[src/rtl/instr_asm_pkg.sv]
// Shared types for the instruction assembler: FSM state, prefix opcode and
// the FIFO entry carried from the assembler into the output queue.
package instr_asm_pkg;

  typedef enum logic [0:0] {
    S_IDLE   = 1'b0,
    S_PREFIX = 1'b1
  } asm_state_e;

  localparam logic [5:0] PREFIX_OPCODE = 6'b100000;

  typedef struct packed {
    logic [63:0] instr;
    logic [63:0] addr;
    logic        prefixed;
    logic        align_err;
  } fifo_entry_t;

  function automatic logic is_prefix(input logic [31:0] word);
    return word[5:0] == PREFIX_OPCODE;
  endfunction

endpackage

[src/rtl/instr_fifo_if.sv]
// Push/pop bus between the assembler FSM (master) and the output queue (slave).
// Handshake: push/pop are single-cycle strobes the master raises only when legal
// (push when count < DEPTH, pop when count != 0); flush overrides both.
interface instr_fifo_if #(
  parameter int DEPTH = 2
);
  logic                             push;
  instr_asm_pkg::fifo_entry_t       push_data;
  logic                             pop;
  logic                             flush;
  instr_asm_pkg::fifo_entry_t       head;
  logic [$clog2(DEPTH):0]           count;

  modport master (output push, push_data, pop, flush, input head, count);
  modport slave  (input push, push_data, pop, flush, output head, count);
endinterface

[src/rtl/instr_fifo.sv]
// Synchronous output queue of assembled instructions; the head entry is read
// straight from registered storage so downstream sees no comb path from the input.
module instr_fifo
  import instr_asm_pkg::*;
#(
  parameter int DEPTH = 2
) (
  input  logic        i_clk,
  input  logic        i_rst,
  instr_fifo_if.slave bus
);

  localparam int AW = $clog2(DEPTH);
  localparam int CW = AW + 1;

  logic [AW-1:0] wr_ptr_q, wr_ptr_d;
  logic [AW-1:0] rd_ptr_q, rd_ptr_d;
  logic [CW-1:0] count_q, count_d;
  fifo_entry_t   mem_q [DEPTH];
  fifo_entry_t   mem_d [DEPTH];

  always_comb begin
    wr_ptr_d = wr_ptr_q;
    rd_ptr_d = rd_ptr_q;
    count_d  = count_q;
    mem_d    = mem_q;
    if (bus.flush) begin
      wr_ptr_d = '0;
      rd_ptr_d = '0;
      count_d  = '0;
    end else begin
      if (bus.push) begin
        mem_d[wr_ptr_q] = bus.push_data;
        wr_ptr_d        = wr_ptr_q + 1'b1;
      end
      if (bus.pop) begin
        rd_ptr_d = rd_ptr_q + 1'b1;
      end
      case ({bus.push, bus.pop})
        2'b10:   count_d = count_q + 1'b1;
        2'b01:   count_d = count_q - 1'b1;
        default: count_d = count_q;
      endcase
    end
  end

  always_ff @(posedge i_clk or negedge i_rst) begin
    if (!i_rst) begin
      wr_ptr_q <= '0;
      rd_ptr_q <= '0;
      count_q  <= '0;
      for (int i = 0; i < DEPTH; i++) begin
        mem_q[i] <= '0;
      end
    end else begin
      wr_ptr_q <= wr_ptr_d;
      rd_ptr_q <= rd_ptr_d;
      count_q  <= count_d;
      mem_q    <= mem_d;
    end
  end

  assign bus.head  = mem_q[rd_ptr_q];
  assign bus.count = count_q;

endmodule

[src/rtl/instr_assembler.sv]
// Joins prefix/suffix fetch words into 64-bit instructions and queues them for
// the Identify stage; a prefix in the last word of a 64-byte block is flagged.
module instr_assembler
  import instr_asm_pkg::*;
#(
  parameter int DEPTH = 2
) (
  input  logic        i_clk,
  input  logic        i_rst,
  input  logic        i_flush,
  input  logic        i_word_valid,
  output logic        o_word_ready,
  input  logic [31:0] i_word,
  input  logic [63:0] i_word_addr,
  output logic        o_instr_valid,
  input  logic        i_instr_ready,
  output logic [63:0] o_instr,
  output logic [63:0] o_instr_addr,
  output logic        o_prefixed,
  output logic        o_align_err
);

  localparam int CW = $clog2(DEPTH) + 1;

  instr_fifo_if #(.DEPTH(DEPTH)) fifo_bus ();

  asm_state_e  state_q, state_d;
  logic [31:0] prefix_q, prefix_d;
  logic [63:0] paddr_q, paddr_d;
  logic        word_acc;
  logic        last_slot;

  assign o_word_ready  = (fifo_bus.count < CW'(DEPTH)) && !i_flush;
  assign word_acc      = i_word_valid && o_word_ready;
  assign last_slot     = i_word_addr[5:2] == 4'hF;
  assign o_instr_valid = fifo_bus.count != '0;

  always_ff @(posedge i_clk or negedge i_rst) begin
    if (!i_rst) begin
      state_q  <= S_IDLE;
      prefix_q <= '0;
      paddr_q  <= '0;
    end else begin
      state_q  <= state_d;
      prefix_q <= prefix_d;
      paddr_q  <= paddr_d;
    end
  end

  always_comb begin
    state_d  = state_q;
    prefix_d = prefix_q;
    paddr_d  = paddr_q;
    if (i_flush) begin
      state_d  = S_IDLE;
      prefix_d = '0;
      paddr_d  = '0;
    end else if (word_acc) begin
      if (state_q == S_PREFIX) begin
        state_d = S_IDLE;
      end else if (is_prefix(i_word) && !last_slot) begin
        state_d  = S_PREFIX;
        prefix_d = i_word;
        paddr_d  = i_word_addr;
      end
    end
  end

  // The suffix word is taken as-is: its opcode is never checked for a prefix.
  always_comb begin
    fifo_bus.push      = 1'b0;
    fifo_bus.push_data = '0;
    if (word_acc) begin
      if (state_q == S_PREFIX) begin
        fifo_bus.push                = 1'b1;
        fifo_bus.push_data.instr     = {i_word, prefix_q};
        fifo_bus.push_data.addr      = paddr_q;
        fifo_bus.push_data.prefixed  = 1'b1;
      end else if (!is_prefix(i_word)) begin
        fifo_bus.push                = 1'b1;
        fifo_bus.push_data.instr     = {32'b0, i_word};
        fifo_bus.push_data.addr      = i_word_addr;
      end else if (last_slot) begin
        fifo_bus.push                = 1'b1;
        fifo_bus.push_data.instr     = {32'b0, i_word};
        fifo_bus.push_data.addr      = i_word_addr;
        fifo_bus.push_data.prefixed  = 1'b1;
        fifo_bus.push_data.align_err = 1'b1;
      end
    end
  end

  assign fifo_bus.pop   = o_instr_valid && i_instr_ready;
  assign fifo_bus.flush = i_flush;

  instr_fifo #(.DEPTH(DEPTH)) u_fifo (
    .i_clk (i_clk),
    .i_rst (i_rst),
    .bus   (fifo_bus.slave)
  );

  // Gate by valid so a flushed queue never shows stale head contents.
  assign o_instr      = o_instr_valid ? fifo_bus.head.instr     : '0;
  assign o_instr_addr = o_instr_valid ? fifo_bus.head.addr      : '0;
  assign o_prefixed   = o_instr_valid ? fifo_bus.head.prefixed  : 1'b0;
  assign o_align_err  = o_instr_valid ? fifo_bus.head.align_err : 1'b0;

endmodule

[config.mk]
export PLATFORM = sky130hd
export DESIGN_NAME = instr_assembler
export DESIGN_NICKNAME = d
export VERILOG_FILES = /design/src/rtl/instr_asm_pkg.sv /design/src/rtl/instr_fifo_if.sv /design/src/rtl/instr_fifo.sv /design/src/rtl/instr_assembler.sv
export SDC_FILE = /design/constraint.sdc
export NUM_CORES = 1
export LEC_CHECK = 0
export BUFFER_PORTS_ARGS = -buffer_cell sky130_fd_sc_hd__buf_2
export CAP_MARGIN = 20
export CORE_AREA = 8 8 156 268
export CTS_BUF_LIST = sky130_fd_sc_hd__clkbuf_8
export DETAILED_ROUTE_END_ITERATION = 12
export DIE_AREA = 0 0 164 276
export PLACE_DENSITY = 0.66
export SKIP_LAST_GASP = 1
export SYNTH_ARGS = -nofsm -noshare
export SYNTH_HDL_FRONTEND = slang
export SYNTH_SLANG_ARGS = --single-unit
[constraint.sdc]
create_clock -name i_clk -period 2.31 [get_ports i_clk]
set_input_delay 0.3465 -clock i_clk [delete_from_list [all_inputs] [get_ports i_clk]]
set_output_delay 0.3465 -clock i_clk [all_outputs]
set_load 0.01 [all_outputs]
# Word-level counts from Yosys, hierarchy flattened
# Index checks and enable logic that the tools add are counted.
[totals] ff_bits=361 inputBits=101 output_inout_bits=132 wordCells=83
[op_classes] n_addsub=4 order_cmp=4 eq_ne=5 muxes=38 n_bitwise=3 reduce_logical=15
[ops] operator="130-bit two-way mux" count=5
[ops] operator="64-bit two-way mux" count=6
[ops] operator="260-bit bitwise mux" count=1
[ops] operator="130-bit demux with 1-bit select" count=1
[ops] operator="129-bit two-way mux" count=1
[ops] operator="32-bit two-way mux" count=4
[ops] operator="98-bit two-way mux" count=1
[ops] operator="96-bit two-way mux" count=1
[ops] operator="1-bit two-way mux" count=15
[ops] operator="2-bit nonzero test" count=5
[ops] operator="6-bit == test (second input constant)" count=1
[ops] operator="1-bit logical AND" count=5
[ops] operator="4-bit == test (second input constant)" count=1
[ops] operator="2-bit greater-or-equal comparator (second input constant)" count=2
[ops] operator="2-bit two-way mux" count=2
[ops] operator="1-bit NOT with 2-bit output" count=2
[ops] operator="2-bit case mux with 2 select lines" count=1
[ops] operator="3-bit AND reduction" count=1
[ops] operator="3-bit nonzero test" count=1
[ops] operator="1-bit adder (second input constant)" count=2
[ops] operator="2-bit by 1-bit adder with 2-bit output (second input constant)" count=1
[ops] operator="2-bit by 1-bit == test with 1-bit output (second input constant)" count=1
[ops] operator="2-bit == test (second input constant)" count=1
[ops] operator="1-bit zero test" count=2
[ops] operator="6 further kinds" count=6

# Longest topological paths before layout
[logic_depth] depth_word=8 mapped_depth=8 ltp_nobuf=4

# By module
# A second synthesis with hierarchy kept.
[unflattened] cells_unflattened=1366 area_unflattened_um2=18091.1
[modules_own_cells] module="instr_fifo" instances=1 cells_per_inst=711 area_per_inst_um2=11375.9 seq_area_each_um2=6606.3
[modules_own_cells] module="instr_assembler" instances=1 cells_per_inst=655 area_per_inst_um2=6715.2 seq_area_each_um2=2427.3

# Worst setup path after synthesis
# Ideal clock, no wire load.
[synth_path] kind="input-to-reg" start="in i_word[3]" end="reg paddr_q[15]" setup_ps=121 arrival_time_ps=1947 required_ps=2189 slack_ps=242 path_stages=7 n_path_buf=3 cell_sequence="or4_1 > buf_2 > or3_4 > nor3_4 > buf_6 > buf_12 > o21ai_1"
[synth_via] elab_chain_len=4
[synth_rtl] element="start: declaration" line="instr_assembler.sv:13" text="input logic [31:0] i_word,"
[synth_rtl] element="6-bit == test" line="instr_asm_pkg.sv:20" text="return word[5:0] == PREFIX_OPCODE;"
[synth_rtl] element="1-bit logical AND" line="instr_assembler.sv:61" text="end else if (is_prefix(i_word) && !last_slot) begin"
[synth_rtl] element="2-bit nonzero test (no line)"
[synth_rtl] element="3-bit AND reduction (no line)"
[synth_rtl] element="end signal: assignment" line="instr_assembler.sv:46" text="paddr_q <= paddr_d;"
[synth_rtl] element="end: declaration" line="instr_assembler.sv:29" text="logic [63:0] paddr_q, paddr_d;"
# No other way between the ends.
# A chain may end at the register's enable or synchronous reset.

# Worst setup path after layout
[layout_path] start="reg u_fifo.rd_ptr_q" end="out o_instr[4]"
[layout_via] elab_chain_len=5
[layout_rtl] element="start: declaration" line="instr_fifo.sv:17" text="logic [AW-1:0] rd_ptr_q, rd_ptr_d;"
[layout_rtl] element="start signal: assignment" line="instr_fifo.sv:57" text="rd_ptr_q <= rd_ptr_d;"
[layout_rtl] element="1-bit NOT with 2-bit output (not written as such)" line="instr_fifo.sv:63" text="assign bus.head = mem_q[rd_ptr_q];"
[layout_rtl] element="130-bit two-way mux (not written as such) (3 in series)" line="instr_fifo.sv:63"
[layout_rtl] element="64-bit two-way mux" line="instr_assembler.sv:103" text="assign o_instr = o_instr_valid ? fifo_bus.head.instr : '0;"
[layout_rtl] element="end: declaration" line="instr_assembler.sv:17" text="output logic [63:0] o_instr,"
# No other way between the ends. The select of a mux whose other input is x is not followed.

==> flow_summary.json <==
{
  "critPathCaptureType": "output port",
  "outcome": "finished, violations left",
  "maxSlewHeadroom": 0.3415,
  "synthFlopType": "dfrtp_1",
  "seq_area_frac_synth": 0.5336,
  "yosys.cell_types.count": 45,
  "mostFrequentLayoutCells": "nand2_1, dfrtp_1, o21ai_0",
  "violations": "setup timing",
  "clk_path_buf_depth": 3,
  "grt_pass1_wl_um": 82770,
  "synthAdderAreaFrac": 0,
  "p_per_area_nw_per_um2": 825.0,
  "io_buffer_count": 232,
  "fin_util": 0.5610,
  "period_share": 1.003,
  "setup_ws_ns": -0.007244,
  "clk_pin_slew_worst_paths_ns": 0.07,
  "slew_viol_final": 0,
  "yosys_register_bits": 361,
  "fin_nets": 2176,
  "internal-power_mw": 11.99,
  "crit_arrival_ns": 1.97,
  "swShare": 0.3208,
  "die_area_um2": 45260,
  "synth-edff-count": 0,
  "crit_fanout": 21,
  "dr.pass1.iters": 8,
  "routed_wl_um": 53270,
  "synth_compound_gate_area_share": 0.1745,
  "synthXorXnorAreaFrac": 0.001035,
  "start_util": 0.4437,
  "grt_use_total": 0.2296,
  "pre_cts_ws_ns": -0.05948,
  "yosys.area_share.simple": 0.1332,
  "leakage_nw": 9.310,
  "num_io_pins": 233,
  "cts_root_buffer": "clkbuf_8",
  "clkPwrFrac": 0.292,
  "grt_pass1_vias": 14930,
  "holdCritPathClass": "input pin to flop",
  "tritoncts": "done",
  "drive_above_1_share": 0.2288,
  "die_w_um": 164,
  "vias": 14540,
  "synthCells": 1783,
  "synth_top_family_by_area": "compound AO/OA/AOI/OAI gates",
  "wire_per_inst_um": 20.53,
  "ys_warn_count": 0,
  "required_ns": 1.96,
  "design_area_um2": 21400,
  "final-setup-viol-count": 6,
  "clock-sinks": 361,
  "grt_max_degree": 72,
  "dpl-instance-area_um2": 19140,
  "synth.cell_area_um2": 16930,
  "seqPwrFrac": 0.441,
  "p_switching_mw": 5.665,
  "synth.area.mux_share": 0.1145,
  "postRouteAntennaNets": 0,
  "grt-ovfl-total": 0,
  "fillers": 3367,
  "drc": 0,
  "dp_hpwl_um": 33770,
  "routed_via_density": 5.603,
  "final_common_cell": "nand2_1",
  "clkLatencyLatePin_ns": 0.62,
  "layout_min_cycle_time_ns": 2.317,
  "die-height_um": 276,
  "h-tree-depth": 2,
  "fin_skew_ns": 0.03154,
  "critPathKind": "flop to output port",
  "core_um2": 38160,
  "vdd_drop_max_mv": 0.4834,
  "rsz0062_at_grt": "true",
  "async_flop_share": 1.000,
  "area_growth_syn_to_layout_pct": 26.44,
  "critPathLaunchType": "flop",
  "finalHoldViolations": 0,
  "tightest_slew_ns": 0.9877,
  "max-cap-violations": 0,
  "fp-row-count": 95,
  "syn_area_per_cell_um2": 9.495,
  "grt_antenna_before_repair": 3,
  "place_congestion": 0.8297,
  "initialDrtViolationCount": 947,
  "synth_nets": 1884,
  "p_comb_frac": 0.267,
  "fmax_mhz": 431.5,
  "cts_buffers": 54
}
worst paths after layout:
path                                     start                to  slack, ns  cells after the start
max                            u_fifo.rd_ptr_q        o_instr[4]     -0.007                      5
min                                 i_word[19]      prefix_q[19]       0.03                      3
max reg2reg                u_fifo.bus.count[1]       paddr_q[38]       0.06                      6
min reg2reg                   u_fifo.mem_q[52]  u_fifo.mem_q[52]       0.48                      2
max in group asynchronous                i_rst       paddr_q[61]       1.29                      3
min in group asynchronous                i_rst       paddr_q[18]       0.24                      2
timing repair:
item,4_1_cts,5_1_grt
gates resized for setup,34,36
setup buffers,5,7
hold endpoints to repair,115,0
hold buffers,67,0
gates cloned,2,4
setup endpoints to repair,88,100
pin swaps,3,6
Yosys cell counts (all sizes together), types with 2 or more instances:
cell type / n / area (um2)
a32o: 8 / 80.08
xor2: 2 / 17.52
nand4: 2 / 12.51
inv: 3 / 11.26
buf: 75 / 382.9
dfrtp: 361 / 9034
mux2: 5 / 56.30
a31oi: 59 / 369.1
clkbuf: 87 / 336.6
nor4: 2 / 18.77
and2: 6 / 37.54
a21oi: 37 / 185.2
or3: 2 / 17.52
o31ai: 117 / 883.4
o21ai: 262 / 1345
o22a: 2 / 17.52
nand2: 371 / 1395
nor3: 2 / 32.53
nand2b: 6 / 37.54
a21o: 4 / 30.03
mux2i: 188 / 1882
nor2: 169 / 634.4
a31o: 2 / 17.52
per-layer routing:
layer | vias to the layer above | wire (um) | GRT usage
li1 | 6766 | - | -
met1 | 7144 | 20740 | 0.2704
met2 | 514 | 26800 | 0.3871
met3 | 116 | 2745 | 0.03527
met4 | 0 | 2978 | 0.1362
met5 | - | 0 | 0
state kept, by name, indices dropped and copies added (netlist names):
signal            count
prefix_q             32
u_fifo.bus.count      2
u_fifo.wr_ptr_q       1
u_fifo.rd_ptr_q       1
state_q               1
paddr_q              64
u_fifo.mem_q        260
kinds of logic (layout without fill, tap and decap cells):
family	count (synthesis)	after routing
compound gates	494	494
xor+xnor	2	2
buf+inv	165	489
flops	361	361
mux	193	193
other cells	0	3
simple gates	568	568
through the flow:
step	total power, mW	setup TNS, ns	cells	hold WS [ns]
floorplan	10.14	0	1783	0.05091
global placement	11.71	-0.4145	2419	0.3006
detailed placement	11.87	-2.284	2419	0.3023
CTS	17.43	-1.121	2581	0.0007602
global route	18.58	-1.947	2595	0.003967
finish	17.66	-0.02509	2595	0.03285
worst max-delay path, stage by stage (launching register included):
cell and delay, ns:
dfrtp_4 0.51, buf_12 0.16, buf_16 0.19, mux2i_1 0.15
nor2_2 0.18, buf_2 0.17
power groups by stage:
| stage | clock network, mW | registers, mW | logic (mW) |
|---|---|---|---|
| 2_1_floorplan | 0 | 7.67 | 2.47 |
| 3_3_place_gp | 0 | 7.78 | 3.93 |
| 3_5_place_dp | 0 | 7.84 | 4.03 |
| 4_1_cts | 5.30 | 7.73 | 4.40 |
| 5_1_grt | 5.59 | 7.88 | 5.11 |
| 6_report | 5.16 | 7.78 | 4.71 |
cell type report:
type,count,area (um2),share of cell area
clock buffers,70,963.4,0.04501
clock inverters,18,85.08,0.003975
multi-input cells,1257,7458,0.3485
repair buffers,398,3227,0.1508
well taps,485,606.8,0.02835
inverters,3,12.51,0.0005846
diodes,3,7.507,0.0003507
flip-flops and latches,361,9044,0.4225
No activity file was read; power rests on OpenSTA's default activity.
